$ cat config.mk
export PLATFORM = sky130hd
export DESIGN_NAME = debounce_bank
export DESIGN_NICKNAME = d
export VERILOG_FILES = /design/src/rtl/debounce_pkg.sv /design/src/rtl/debounce_channel.sv /design/src/rtl/debounce_bank.sv
export SDC_FILE = /design/constraint.sdc
export NUM_CORES = 1
export LEC_CHECK = 0
export ABC_AREA = 1
export BUFFER_PORTS_ARGS = -buffer_cell sky130_fd_sc_hd__buf_2
export CAP_MARGIN = 0
export CORE_UTILIZATION = 30
export CTS_CLUSTER_DIAMETER = 80
export DETAILED_ROUTE_END_ITERATION = 8
export GPL_TIMING_DRIVEN = 0
export HOLD_SLACK_MARGIN = 0.03
export SLEW_MARGIN = 20
export SYNTH_ARGS = -nofsm -noshare
export SYNTH_HDL_FRONTEND = slang
export SYNTH_HIERARCHICAL = 1
export SYNTH_SLANG_ARGS = --single-unit
$ cat constraint.sdc
create_clock -name Clk -period 2.7 [get_ports Clk]
set_clock_uncertainty 0.2 [all_clocks]
set_input_delay 0.405 -clock Clk [delete_from_list [all_inputs] [get_ports Clk]]
set_output_delay 0.405 -clock Clk [all_outputs]
set_load 0.05 [all_outputs]
$ cat src/rtl/debounce_pkg.sv
// Shared state encoding and default parameter values for the button debounce bank.
package debounce_pkg;

    typedef enum logic [1:0] {
        ST_IDLE      = 2'd0,
        ST_WAIT_HIGH = 2'd1,
        ST_HELD      = 2'd2,
        ST_WAIT_LOW  = 2'd3
    } db_state_e;

    localparam int N_DEF               = 4;
    localparam int DEBOUNCE_CYCLES_DEF = 2_000_000;
    localparam int LONG_CYCLES_DEF     = 100_000_000;
    localparam int LONG_EN_DEF         = 1;

endpackage

$ cat src/rtl/debounce_channel.sv
// One button channel: 2-flop synchronizer, debounce FSM, optional long-press counter.
module debounce_channel
    import debounce_pkg::*;
#(
    parameter int DEBOUNCE_CYCLES = DEBOUNCE_CYCLES_DEF,
    parameter int LONG_CYCLES     = LONG_CYCLES_DEF,
    parameter int LONG_EN         = LONG_EN_DEF
) (
    input  logic clk_i,
    input  logic rst_i,
    input  logic button_i,
    output logic level_o,
    output logic press_o,
    output logic release_o,
    output logic long_press_o
);

    localparam int               CNT_W    = $clog2(DEBOUNCE_CYCLES);
    localparam logic [CNT_W-1:0] CNT_LAST = CNT_W'(DEBOUNCE_CYCLES - 1);
    localparam logic [CNT_W-1:0] CNT_ONE  = CNT_W'(1);

    logic             meta_q;
    logic             sync_q;
    db_state_e        state_q, state_d;
    logic [CNT_W-1:0] cnt_q, cnt_d;
    logic             level_q, level_d;
    logic             press_q, press_d;
    logic             release_q, release_d;
    logic             long_clr;

    always_ff @(posedge clk_i) begin
        if (rst_i) begin
            meta_q <= 1'b0;
            sync_q <= 1'b0;
        end else begin
            meta_q <= button_i;
            sync_q <= meta_q;
        end
    end

    always_comb begin
        state_d   = state_q;
        cnt_d     = cnt_q;
        level_d   = level_q;
        press_d   = 1'b0;
        release_d = 1'b0;
        long_clr  = 1'b0;
        case (state_q)
            ST_IDLE: begin
                if (sync_q) begin
                    state_d = ST_WAIT_HIGH;
                    cnt_d   = CNT_ONE;
                end else begin
                    cnt_d = '0;
                end
            end
            ST_WAIT_HIGH: begin
                if (!sync_q) begin
                    state_d = ST_IDLE;
                    cnt_d   = '0;
                end else if (cnt_q == CNT_LAST) begin
                    state_d = ST_HELD;
                    level_d = 1'b1;
                    press_d = 1'b1;
                    cnt_d   = '0;
                end else begin
                    cnt_d = cnt_q + CNT_ONE;
                end
            end
            ST_HELD: begin
                if (!sync_q) begin
                    state_d = ST_WAIT_LOW;
                    cnt_d   = CNT_ONE;
                end else begin
                    cnt_d = '0;
                end
            end
            ST_WAIT_LOW: begin
                // A return to high inside the window is a glitch: resume HELD silently.
                if (sync_q) begin
                    state_d = ST_HELD;
                    cnt_d   = '0;
                end else if (cnt_q == CNT_LAST) begin
                    state_d   = ST_IDLE;
                    level_d   = 1'b0;
                    release_d = 1'b1;
                    cnt_d     = '0;
                    long_clr  = 1'b1;
                end else begin
                    cnt_d = cnt_q + CNT_ONE;
                end
            end
            default: begin
                state_d = ST_IDLE;
                cnt_d   = '0;
            end
        endcase
    end

    always_ff @(posedge clk_i) begin
        if (rst_i) begin
            state_q   <= ST_IDLE;
            cnt_q     <= '0;
            level_q   <= 1'b0;
            press_q   <= 1'b0;
            release_q <= 1'b0;
        end else begin
            state_q   <= state_d;
            cnt_q     <= cnt_d;
            level_q   <= level_d;
            press_q   <= press_d;
            release_q <= release_d;
        end
    end

    assign level_o   = level_q;
    assign press_o   = press_q;
    assign release_o = release_q;

    if (LONG_EN != 0) begin : g_long
        localparam int            LONG_W   = $clog2(LONG_CYCLES + 1);
        localparam logic [LONG_W-1:0] LONG_MAX = LONG_W'(LONG_CYCLES);
        localparam logic [LONG_W-1:0] LONG_ONE = LONG_W'(1);

        logic [LONG_W-1:0] long_q, long_d;
        logic              long_press_q, long_press_d;

        // Saturates at LONG_MAX so the pulse fires once per press.
        always_comb begin
            long_d       = long_q;
            long_press_d = 1'b0;
            if (long_clr) begin
                long_d = '0;
            end else if (state_q == ST_HELD && long_q != LONG_MAX) begin
                long_d       = long_q + LONG_ONE;
                long_press_d = (long_q == LONG_MAX - LONG_ONE);
            end
        end

        always_ff @(posedge clk_i) begin
            if (rst_i) begin
                long_q       <= '0;
                long_press_q <= 1'b0;
            end else begin
                long_q       <= long_d;
                long_press_q <= long_press_d;
            end
        end

        assign long_press_o = long_press_q;
    end else begin : g_nolong
        assign long_press_o = 1'b0;
    end

endmodule

$ cat src/rtl/debounce_bank.sv
// Bank of N independent debounced button channels with press/release/long-press pulses.
module debounce_bank
    import debounce_pkg::*;
#(
    parameter int N               = N_DEF,
    parameter int DEBOUNCE_CYCLES = DEBOUNCE_CYCLES_DEF,
    parameter int LONG_CYCLES     = LONG_CYCLES_DEF,
    parameter int LONG_EN         = LONG_EN_DEF
) (
    input  logic         Clk,
    input  logic         Reset,
    input  logic [N-1:0] Button,
    output logic [N-1:0] Level,
    output logic [N-1:0] Press,
    output logic [N-1:0] Release,
    output logic [N-1:0] LongPress
);

    for (genvar i = 0; i < N; i++) begin : g_ch
        debounce_channel #(
            .DEBOUNCE_CYCLES(DEBOUNCE_CYCLES),
            .LONG_CYCLES    (LONG_CYCLES),
            .LONG_EN        (LONG_EN)
        ) u_ch (
            .clk_i       (Clk),
            .rst_i       (Reset),
            .button_i    (Button[i]),
            .level_o     (Level[i]),
            .press_o     (Press[i]),
            .release_o   (Release[i]),
            .long_press_o(LongPress[i])
        );
    end

endmodule

==> metrics.cfg, run 1 <==
[run_status]
outcome = completed

[global_routing]
gr-usage-all-layers_pct = 14.1
grt_max_degree = 21
antenna_found_initial = 0
overflow = 0
grt_pass1_wl_mm = 57.0
grt_pass1_vias = 12100

[sta]
finalWorstSetupSlack_ps = 575
finalSetupTns_ps = 0
rsz0062_at_grt = false
slew_headroom_pct = 61.9
finalCritPeriodShare_pct = 78.7
drv_slew = 0
max_freq_ghz = 0.470
setup_viol = 0
final_hold_viol_count = 0
post-route-min-period_ps = 2130
tightestPinTransition_ps = 571

[clock_network]
clkTransAtPathRegs_ps = 60
cts-root-buf = clkbuf_16
cts_tree = done
postCtsSetupRepairBufs = 0
clock-sinks = 224
cts_buffer_depth = 3
cts_max_level = 1
numCtsBuffers = 29
cts_resized = 0
cts_hold_buf = 4
clkLatencyLatePin_ps = 560

[setup_path]
critPathCaptureType = register
critPathBufInv = 1
r2r-start = g_ch[3].u_ch/cnt_q[0]$_SDFF_PP0_
cp-start-kind = register
slowest_delay_ps = 410
r2r_slack_ps = 570
cp_max_fo = 10
crit_required_ps = 2950
crit_path_start = g_ch[3].u_ch/cnt_q[0]$_SDFF_PP0_
cpMaxStageDelayCell = dfxtp_1
worstRegToRegCells = 7
r2r_end = g_ch[3].u_ch/long_press_o$_SDFF_PP0_
worst-setup-path-type = register to register
crit_path_cell_trace = ha_1 -> nand3_1 -> nor2_1 -> nand3_1 -> o21ai_4 -> buf_6 -> nor2_1
cp_top_family = simple AND/OR/NAND/NOR gates
arrival_ps = 2370

[floorplan]
ios = 22
dieArea_um2 = 47500
die_h_um = 218
rows = 78
start_util_pct = 30.6
fp.dieW_um = 218
core_um2 = 45700

[min_path]
holdPathStages = 2
worstHoldStart = Reset
hold_class = input pin to register
whs_endpoint = g_ch[0].u_ch/sync_q$_SDFF_PP0_

[yosys]
synthDistinctLibCells = 39
synthCells = 2140
synth.top_cells.by_area = dfxtp_1, nand2_1, nor2_1
synth.avg_cell_area_um2 = 6.54
synthFlopType = dfxtp_1
synth_fp_nets = 2158
yosys_register_bits = 224
ys_warn_count = 6
synth-edff-count = 0
synth_top_area_share_pct = 32.0
ys_seq_area_share_pct = 32.0
synthArstFlopShare_pct = 0
synth_top_cell_by_area = dfxtp_1
netlist_area_um2 = 14000

[placed_design]
dpl.cell_count = 2761
numPortBuffers = 21
place_hpwl_mm = 25.0
post-place-ws_ps = 329
gp_congestion = 0.913

[power]
p_total_mw = 8.02
power_density_nw_per_um2 = 502
vdd_drop_max_v = 0.000519
p_leak_nw = 5.39

[route]
drtIter0Drc = 814
vias = 13000
routed_wl_mm = 33.3
drt_pre_antenna_iters = 5
drc_errors = 0
wl_per_cell_um = 11.8
ant_nets = 0
viasPerCell = 4.61

[finish]
layout_common_cells = nand2_1, nor2_1, dfxtp_1
stdcell_count = 2818
area_delta_synth_final_pct = 14.2
layout.nets = 2214
diodes = 0
final_layout_size_suffix_gt1_share_pct = 13.6
mostFrequentLayoutCell = nand2_1

[run]
max-cap-violations = 0

cell usage after synthesis, types with 3 or more instances:
cell type  number
buf_6          11
inv_1         199
nor3b_1         3
nand2_2        42
a21oi_2        73
nand4_1        36
nand3_4         3
inv_2          10
nor2_2         24
nor2_4         13
o211ai_1        3
nand2_4         4
xor2_1         51
xnor2_1        34
buf_8           5
o21ai_1         4
buf_12          6
nor3_1         59
o21ai_0        20
o31ai_1         4
dfxtp_1       224
nor3_2          4
clkinv_1        3
buf_4          10
a31oi_1         3
nand2_1       667
nand2_8         7
buf_2           5
a21oi_1        53
ha_1           12
and2_4          3
nand3b_1        4
nor2_1        360
nand3_1       168
nand3_2         3
a21o_1          4
nor2_8          4
worst register-to-register path: stages (launching register included):
cell	delay, ps
dfxtp_1	410
ha_1	250
nand3_1	220
nor2_1	150
nand3_1	150
o21ai_4	330
buf_6	230
nor2_1	70
flip-flops by register name, indices dropped and copies added (netlist names), named ones only:
name and cells:
g_ch.u_ch/sync_q 4, g_ch.u_ch/level_o 4, g_ch.u_ch/release_o 4, g_ch.u_ch/press_o 4, g_ch.u_ch/cnt_q 84, g_ch.u_ch/state_q 4
g_ch.u_ch/meta_q 4, g_ch.u_ch/g_long.long_q 108, g_ch.u_ch/long_press_o 4
final cells by class:
class | instances | area, µm²
clock inverters | 21 | 330
flip-flops and latches | 224 | 4480
well taps | 600 | 751
fillers | 4896 | 29700
clock buffers | 32 | 757
repair buffers | 25 | 145
inverters | 212 | 796
multi-input cells | 1667 | 8300
plain buffers | 37 | 419
kinds of logic after synthesis:
logic type | share of synthesized area (%)
xor gates and xnor gates | 5.32
and+or+nand+nor | 44.7
adders and majority gates | 1.07
buffers and inverters | 8.68
DFF | 32.0
AOI/OAI and AO/OA | 8.16
power breakdown:
group / internal, mW / total [mW] / switching, mW
Sequential: 3.33 / 3.35 / 0.0227
Combinational: 0.106 / 0.310 / 0.204
Clock: 2.80 / 4.36 / 1.56
worst max-delay path by stage:
stage                                                 endpoint  slack, ps  cells past startpoint
after floorplan           g_ch[3].u_ch/long_press_o$_SDFF_PP0_        910                      7
after global placement        g_ch[2].u_ch/cnt_q[4]$_SDFF_PP0_        340                      5
after detailed placement      g_ch[0].u_ch/cnt_q[4]$_SDFF_PP0_        330                      5
after CTS                 g_ch[3].u_ch/long_press_o$_SDFF_PP0_        570                      7
after global routing      g_ch[3].u_ch/long_press_o$_SDFF_PP0_        410                      7
final                     g_ch[3].u_ch/long_press_o$_SDFF_PP0_        570                      7
metrics by stage:
step	utilization [%]	instance area [µm²]	hold WS (ps)
finish	35.0	16000	145
global route	35.0	16000	163
CTS	35.0	16000	151
detailed placement	32.5	14900	192
global placement	32.5	14900	197
floorplan	-	14000	188
routing by layer:
layer  vias to the layer above  GRT usage [%]  wire (µm)
li1                       6894              -          -
met1                      5837           18.4      15900
met2                       195           23.6      15200
met3                        63           2.13       1280
met4                         0           4.64        923
met5                         -              0          0
No activity file was read; power rests on OpenSTA's default activity.
==> inputs of run 2 (changes only) <==
==> constraint.sdc (replaced) <==
create_clock -name Clk -period 2.2 [get_ports Clk]
set_clock_uncertainty 0.2 [all_clocks]
set_input_delay 0.33 -clock Clk [delete_from_list [all_inputs] [get_ports Clk]]
set_output_delay 0.33 -clock Clk [all_outputs]
set_load 0.05 [all_outputs]
==> metrics.cfg, run 2 (synthesized netlist as in run 1, its figures left out) <==
[clock_network]
cts_buffer_depth = 3  ; unchanged
clock-sinks = 224  ; unchanged
clkLatencyLatePin_ps = 560  ; about the same
clkTransAtPathRegs_ps = 60  ; about the same
cts-root-buf = clkbuf_16
numCtsBuffers = 29  ; unchanged
cts_max_level = 1  ; unchanged
cts_tree = done

[sta]
finalCritPeriodShare_pct = 92.7  ; +14 points
max_freq_ghz = 0.490  ; +4.2%
slew_headroom_pct = 61.9  ; about the same
drv_slew = 0  ; unchanged
tightestPinTransition_ps = 571  ; +0.0860 ps
setup_viol = 0  ; unchanged
final_hold_viol_count = 0  ; unchanged
post-route-min-period_ps = 2040  ; -85.1 ps
rsz0062_at_grt = false
finalWorstSetupSlack_ps = 160  ; -415 ps

[power]
p_sw_mw = 2.20  ; +23%
seq_power_share_pct = 41.8  ; about the same
share_comb_of_total_power_pct = 3.9  ; about the same
clkPwrFrac_pct = 54.3  ; about the same
internal-power_mw = 7.65  ; +23%
switching_share_pct = 22.3  ; about the same
p_leak_nw = 5.39  ; about the same
vdd_drop_max_v = 0.000639  ; +23%
power_density_nw_per_um2 = 614  ; +22%

[placed_design]
post-place-ws_ps = -95.6  ; -425 ps
place_hpwl_mm = 25.0  ; unchanged
numPortBuffers = 21  ; unchanged
gp_congestion = 0.913  ; unchanged
post_dp_cell_area_um2 = 14900  ; unchanged

[setup_path]
slowest_delay_ps = 420  ; about the same
r2r_end = g_ch[1].u_ch/g_long.long_q[16]$_SDFFE_PP0N_
worst-setup-path-type = register to register
worstRegToRegCells = 9  ; +2
crit_path_start = g_ch[1].u_ch/g_long.long_q[0]$_SDFFE_PP0N_
critPathCaptureType = register
cp_common_cell = nand2_1
r2r-start = g_ch[1].u_ch/g_long.long_q[0]$_SDFFE_PP0N_
arrival_ps = 2330  ; -40 ps
cpMaxStageDelayCell = dfxtp_1
r2r_slack_ps = 160  ; -410 ps
cp-start-kind = register
endpoint = g_ch[1].u_ch/g_long.long_q[16]$_SDFFE_PP0N_
cp_max_fo = 6  ; -4
crit_path_cell_trace = ha_1 -> nand3_1 -> inv_1 -> nand2_1 -> inv_1 -> nand4_1 -> nand2_1 -> nand2_1 -> a21oi_2
crit_required_ps = 2490  ; -460 ps

[route]
drtIter0Drc = 781  ; -4.1%
viasPerCell = 4.61  ; about the same
drc_errors = 0  ; unchanged
ant_nets = 0  ; unchanged
wl_per_cell_um = 11.8  ; about the same
vias = 13000  ; +0.14%
drt_pre_antenna_iters = 5  ; unchanged
routed_wl_mm = 33.3  ; about the same

[finish]
layout.nets = 2216  ; +0.090%
finalInstanceArea_um2 = 16000  ; +0.25%
fin_util_pct = 35.1  ; +0.088 points
final_layout_size_suffix_gt1_share_pct = 13.9  ; +0.26 points
diodes = 0  ; unchanged
top_regs = g_ch.u_ch/g_long.long_q (108), g_ch.u_ch/cnt_q (84)
regMostFlops = g_ch.u_ch/g_long.long_q
final.fill_count = 4899  ; +0.061%
largest_register_ffs = 108  ; unchanged
layout_common_cells = nand2_1, nor2_1, dfxtp_1
mostFrequentLayoutCell = nand2_1
area_delta_synth_final_pct = 14.5

[min_path]
hold_class = input pin to register

[global_routing]
grt_pass1_wl_mm = 57.0  ; unchanged
overflow = 0  ; unchanged
antenna_found_initial = 0  ; unchanged
gr-usage-all-layers_pct = 14.1  ; unchanged
grt_max_degree = 21  ; unchanged
grt_pass1_vias = 12100  ; unchanged

[floorplan]
dieArea_um2 = 47500  ; unchanged
die_h_um = 218  ; unchanged
fp.dieW_um = 218  ; unchanged
core_um2 = 45700  ; unchanged
ios = 22  ; unchanged
start_util_pct = 30.6  ; unchanged
rows = 78  ; unchanged

[run]
max-cap-violations = 0  ; unchanged

[run_status]
outcome = completed

-- run 2: cell types whose count changed in the layout (fill, tap and decap cells not counted), sizes merged --
cell,previous run,this run
buf,58,59
clkbuf,32,33
-- run 2: critical path: cells and delay by family (launching register included) --
kind | cells | cell delay (ps)
flip-flops | 1 | 420
adder cells (fa/ha/maj) | 1 | 350
buffers and inverters | 2 | 310
AND/OR/NAND/NOR | 5 | 590
AO/OA/AOI/OAI | 1 | 100
-- run 2: layout make-up --
type                    instances  area [µm²]  share of cell area [%]
repair buffers                 27         158                   0.984
well taps                     600         751                    4.69
flip-flops and latches        224        4480                    28.0
clock inverters                21         330                    2.06
multi-input cells            1667        8320                    52.0
plain buffers                  37         419                    2.62
clock buffers                  32         757                    4.73
inverters                     212         796                    4.97
-- run 2: metal layers --
metal,track usage (%),routed length (µm),share of wire (%)
met1,18.4,15700,47
met2,23.6,15200,46
met3,2.13,1400,4.2
met4,4.64,949,2.9
met5,0,0,0
-- run 2: repair_timing --
action / 4_1_cts / 5_1_grt
hold buffers: 4 / 0
endpoints found under the setup margin: 0 / 53
resized for setup: 0 / 6
hold endpoints to repair: 4 / 0
buffers inserted: 0 / 2
-- run 2: power by group through the flow --
stage | logic (mW) | clock network, mW | registers, mW
floorplan | 0.293 | 0 | 4.19
global placement | 0.378 | 0 | 4.20
detailed placement | 0.381 | 0 | 4.20
CTS | 0.387 | 5.55 | 4.11
global route | 0.425 | 5.71 | 4.11
finish | 0.384 | 5.35 | 4.11
-- run 2: metrics by stage --
step | hold slack, ps | TNS, ps | power, mW | cells
2_1_floorplan | 188 | 0 | 4.48 | 2140
4_1_cts | 75.6 | 0 | 10.0 | 2818
6_report | 69.8 | 0 | 9.84 | 2820
3_5_place_dp | 192 | -2140 | 4.58 | 2761
5_1_grt | 88.0 | 0 | 10.2 | 2820
3_3_place_gp | 197 | -2310 | 4.58 | 2761
-- run 2: worst min-delay path by stage --
stage,slack (ps),from,to,depth (start not counted)
finish,70,Reset,g_ch[0].u_ch/sync_q$_SDFF_PP0_,2
global route,90,Reset,g_ch[1].u_ch/meta_q$_SDFF_PP0_,2
CTS,80,Reset,g_ch[2].u_ch/meta_q$_SDFF_PP0_,2
detailed placement,190,g_ch[0].u_ch/meta_q$_SDFF_PP0_,g_ch[0].u_ch/sync_q$_SDFF_PP0_,2
global placement,200,g_ch[1].u_ch/meta_q$_SDFF_PP0_,g_ch[1].u_ch/sync_q$_SDFF_PP0_,2
floorplan,190,g_ch[0].u_ch/meta_q$_SDFF_PP0_,g_ch[0].u_ch/sync_q$_SDFF_PP0_,2
==> inputs of run 3 (changes only) <==
==> constraint.sdc (replaced) <==
create_clock -name Clk -period 1.9 [get_ports Clk]
set_clock_uncertainty 0.2 [all_clocks]
set_input_delay 0.285 -clock Clk [delete_from_list [all_inputs] [get_ports Clk]]
set_output_delay 0.285 -clock Clk [all_outputs]
set_load 0.05 [all_outputs]
==> metrics.cfg, run 3 (synthesized netlist as in run 1, its figures left out) <==
[power]
p_sw_mw = 2.58  ; +17%
p_leak_nw = 5.75  ; +6.5%
vdd_drop_max_v = 0.000739  ; +16%
clkPwrFrac_pct = 53.8  ; -0.5 points
seq_power_share_pct = 41.4  ; -0.4 points
internal-power_mw = 8.92  ; +17%
switching_share_pct = 22.4  ; +0.11 points
share_comb_of_total_power_pct = 4.8  ; +0.9 points
power_density_nw_per_um2 = 682  ; +11%

[route]
wl_met3_mm = 1.34  ; -4.4%
drt-met1-wl_mm = 16.3  ; +3.5%
drt_pre_antenna_iters = 5  ; unchanged
viasPerCell = 4.64  ; +0.56%
routed.top_layer = met4
routed_wl_mm = 34.7  ; +4.2%
wl_per_cell_um = 12.1  ; +2.5%
ant_nets = 0  ; unchanged
drc_errors = 0  ; unchanged
wl_met2_mm = 16.1  ; +6.0%
drtIter0Drc = 812  ; +4.0%
vias = 13300  ; +2.2%

[setup_path]
slowest_delay_ps = 380  ; -40 ps
r2r-start = g_ch[1].u_ch/cnt_q[0]$_SDFF_PP0_
worstRegToRegCells = 10  ; +1
cp_max_fo = 6  ; unchanged
cpMaxStageDelayCell = dfxtp_4
crit_path_cell_trace = ha_4 -> nand2_2 -> nor2_4 -> inv_2 -> nor2_1 -> and2_4 -> nand3_4 -> nand2_8 -> clkbuf_16 -> a21oi_2
crit_required_ps = 2150  ; -340 ps
worst-setup-path-type = register to register
critPathCaptureType = register
arrival_ps = 2060  ; -270 ps
cp-start-kind = register
r2r_end = g_ch[1].u_ch/g_long.long_q[25]$_SDFFE_PP0N_
r2r_slack_ps = 90  ; -70 ps

[floorplan]
fp.dieW_um = 218  ; unchanged
rows = 78  ; unchanged
die_h_um = 218  ; unchanged
dieArea_um2 = 47500  ; unchanged
ios = 22  ; unchanged
start_util_pct = 30.6  ; unchanged
core_um2 = 45700  ; unchanged

[clock_network]
cts_max_level = 1  ; unchanged
numCtsBuffers = 29  ; unchanged
clkTransAtPathRegs_ps = 60  ; about the same
clkLatencyLatePin_ps = 550  ; about the same
cts_buffer_depth = 3  ; unchanged
cts-root-buf = clkbuf_16
clock-sinks = 224  ; unchanged
cts_tree = done

[global_routing]
antenna_found_initial = 0  ; unchanged
grt_max_degree = 21  ; unchanged
gr-usage-all-layers_pct = 14.3  ; +0.15 points
grt_pass1_vias = 12300  ; +1.2%
grt_pass1_wl_mm = 57.6  ; +1.1%
overflow = 0  ; unchanged

[sta]
setup_viol = 0  ; unchanged
post-route-min-period_ps = 1810  ; -227 ps
final_hold_viol_count = 0  ; unchanged
slew_headroom_pct = 61.7  ; -0.23 points
rsz0062_at_grt = true
max_freq_ghz = 0.551  ; +13%
drv_slew = 0  ; unchanged
finalCritPeriodShare_pct = 95.4  ; +2.7 points
tightestPinTransition_ps = 574  ; +3.44 ps
fin_worst_hold_slack_ps = 24.2  ; -45.5 ps

[finish]
area_delta_synth_final_pct = 20.5
diodes = 0  ; unchanged
layout.nets = 2262  ; +2.1%
top_regs = g_ch.u_ch/g_long.long_q (108), g_ch.u_ch/cnt_q (84)
regMostFlops = g_ch.u_ch/g_long.long_q
final_layout_size_suffix_gt1_share_pct = 18.2  ; +4.3 points
largest_register_ffs = 108  ; unchanged
layout_common_cells = nand2_1, nor2_1, dfxtp_1
mostFrequentLayoutCell = nand2_1
fin_util_pct = 36.9  ; +1.9 points
final.fill_count = 4830  ; -1.4%

[min_path]
holdPathStages = 2  ; unchanged
whs_endpoint = g_ch[0].u_ch/sync_q$_SDFF_PP0_
worstHoldStart = Reset
hold_class = input pin to register

[placed_design]
gp_congestion = 0.913  ; unchanged
numPortBuffers = 21  ; unchanged
place_hpwl_mm = 25.0  ; unchanged

[run]
max-cap-violations = 0  ; unchanged

[run_status]
outcome = completed

==> run 3: cell count changes in the layout (fill, tap and decap cells not counted), sizes merged <==
cell,before,now
buf,59,99
nand2,720,722
clkbuf,33,37
==> run 3: worst max path at each step <==
stage,slack (ps),cells after the start,end,start
after floorplan,110,7,g_ch[3].u_ch/long_press_o$_SDFF_PP0_,g_ch[3].u_ch/cnt_q[0]$_SDFF_PP0_
after global placement,-340,5,g_ch[2].u_ch/cnt_q[4]$_SDFF_PP0_,Reset
after detailed placement,-350,5,g_ch[0].u_ch/cnt_q[4]$_SDFF_PP0_,Reset
after CTS,-40,9,g_ch[2].u_ch/g_long.long_q[16]$_SDFFE_PP0N_,g_ch[2].u_ch/g_long.long_q[0]$_SDFFE_PP0N_
after global routing,-20,10,g_ch[2].u_ch/g_long.long_q[15]$_SDFFE_PP0N_,g_ch[2].u_ch/cnt_q[0]$_SDFF_PP0_
final,90,10,g_ch[1].u_ch/g_long.long_q[25]$_SDFFE_PP0N_,g_ch[1].u_ch/cnt_q[0]$_SDFF_PP0_
==> run 3: area by class of cell <==
class,count,area [µm²],area share (%)
Buffer,37,499,2.96
Clock buffer,32,757,4.49
Clock inverter,21,330,1.96
Inverter,212,796,4.72
Multi-Input combinational cell,1669,8580,50.9
Sequential cell,224,4530,26.8
Tap cell,600,751,4.45
Timing Repair Buffer,71,619,3.67
==> run 3: power groups by stage <==
| stage | logic (mW) | clock network, mW | registers (mW) |
|---|---|---|---|
| 2_1_floorplan | 0.339 | 0 | 4.85 |
| 3_3_place_gp | 0.438 | 0 | 4.86 |
| 3_5_place_dp | 0.441 | 0 | 4.86 |
| 4_1_cts | 0.472 | 6.43 | 4.76 |
| 5_1_grt | 0.597 | 6.61 | 4.77 |
| 6_report | 0.548 | 6.19 | 4.76 |
==> run 3: timing repair <==
item                                    4_1_cts  5_1_grt
gates resized for setup                      31       82
hold buffers                                  4        0
endpoints found under the setup margin      158      188
hold endpoints to repair                      4        0
gates cloned                                  1        7
buffers inserted                             14       26
pin swaps                                     3       10
==> run 3: metrics by stage <==
step | worst slack, ps | setup TNS (ps) | cells | total power [mW] | cell area [µm²]
2_1_floorplan | 112 | 0 | 2140 | 5.19 | 14000
3_3_place_gp | -344 | -33320 | 2761 | 5.30 | 14900
3_5_place_dp | -351 | -32420 | 2761 | 5.30 | 14900
4_1_cts | -39.1 | -72.1 | 2833 | 11.7 | 16300
5_1_grt | -24.1 | -201 | 2866 | 12.0 | 16900
6_report | 86.6 | 0 | 2866 | 11.5 | 16900
==> run 3: layer usage <==
| layer | vias up | GRT usage (%) |
|---|---|---|
| met5 | - | 0 |
| met4 | 0 | 4.66 |
| met3 | 65 | 2.13 |
| met2 | 231 | 24.0 |
| met1 | 5986 | 18.5 |
| li1 | 7011 | - |
==> run 3: worst max-delay path: cells and delay by family, from the launching register on <==
family / cells / cell delay, ps
compound gates: 1 / 30
fa+ha+maj: 1 / 140
buf+inv: 2 / 250
flops: 1 / 380
simple gates: 6 / 710
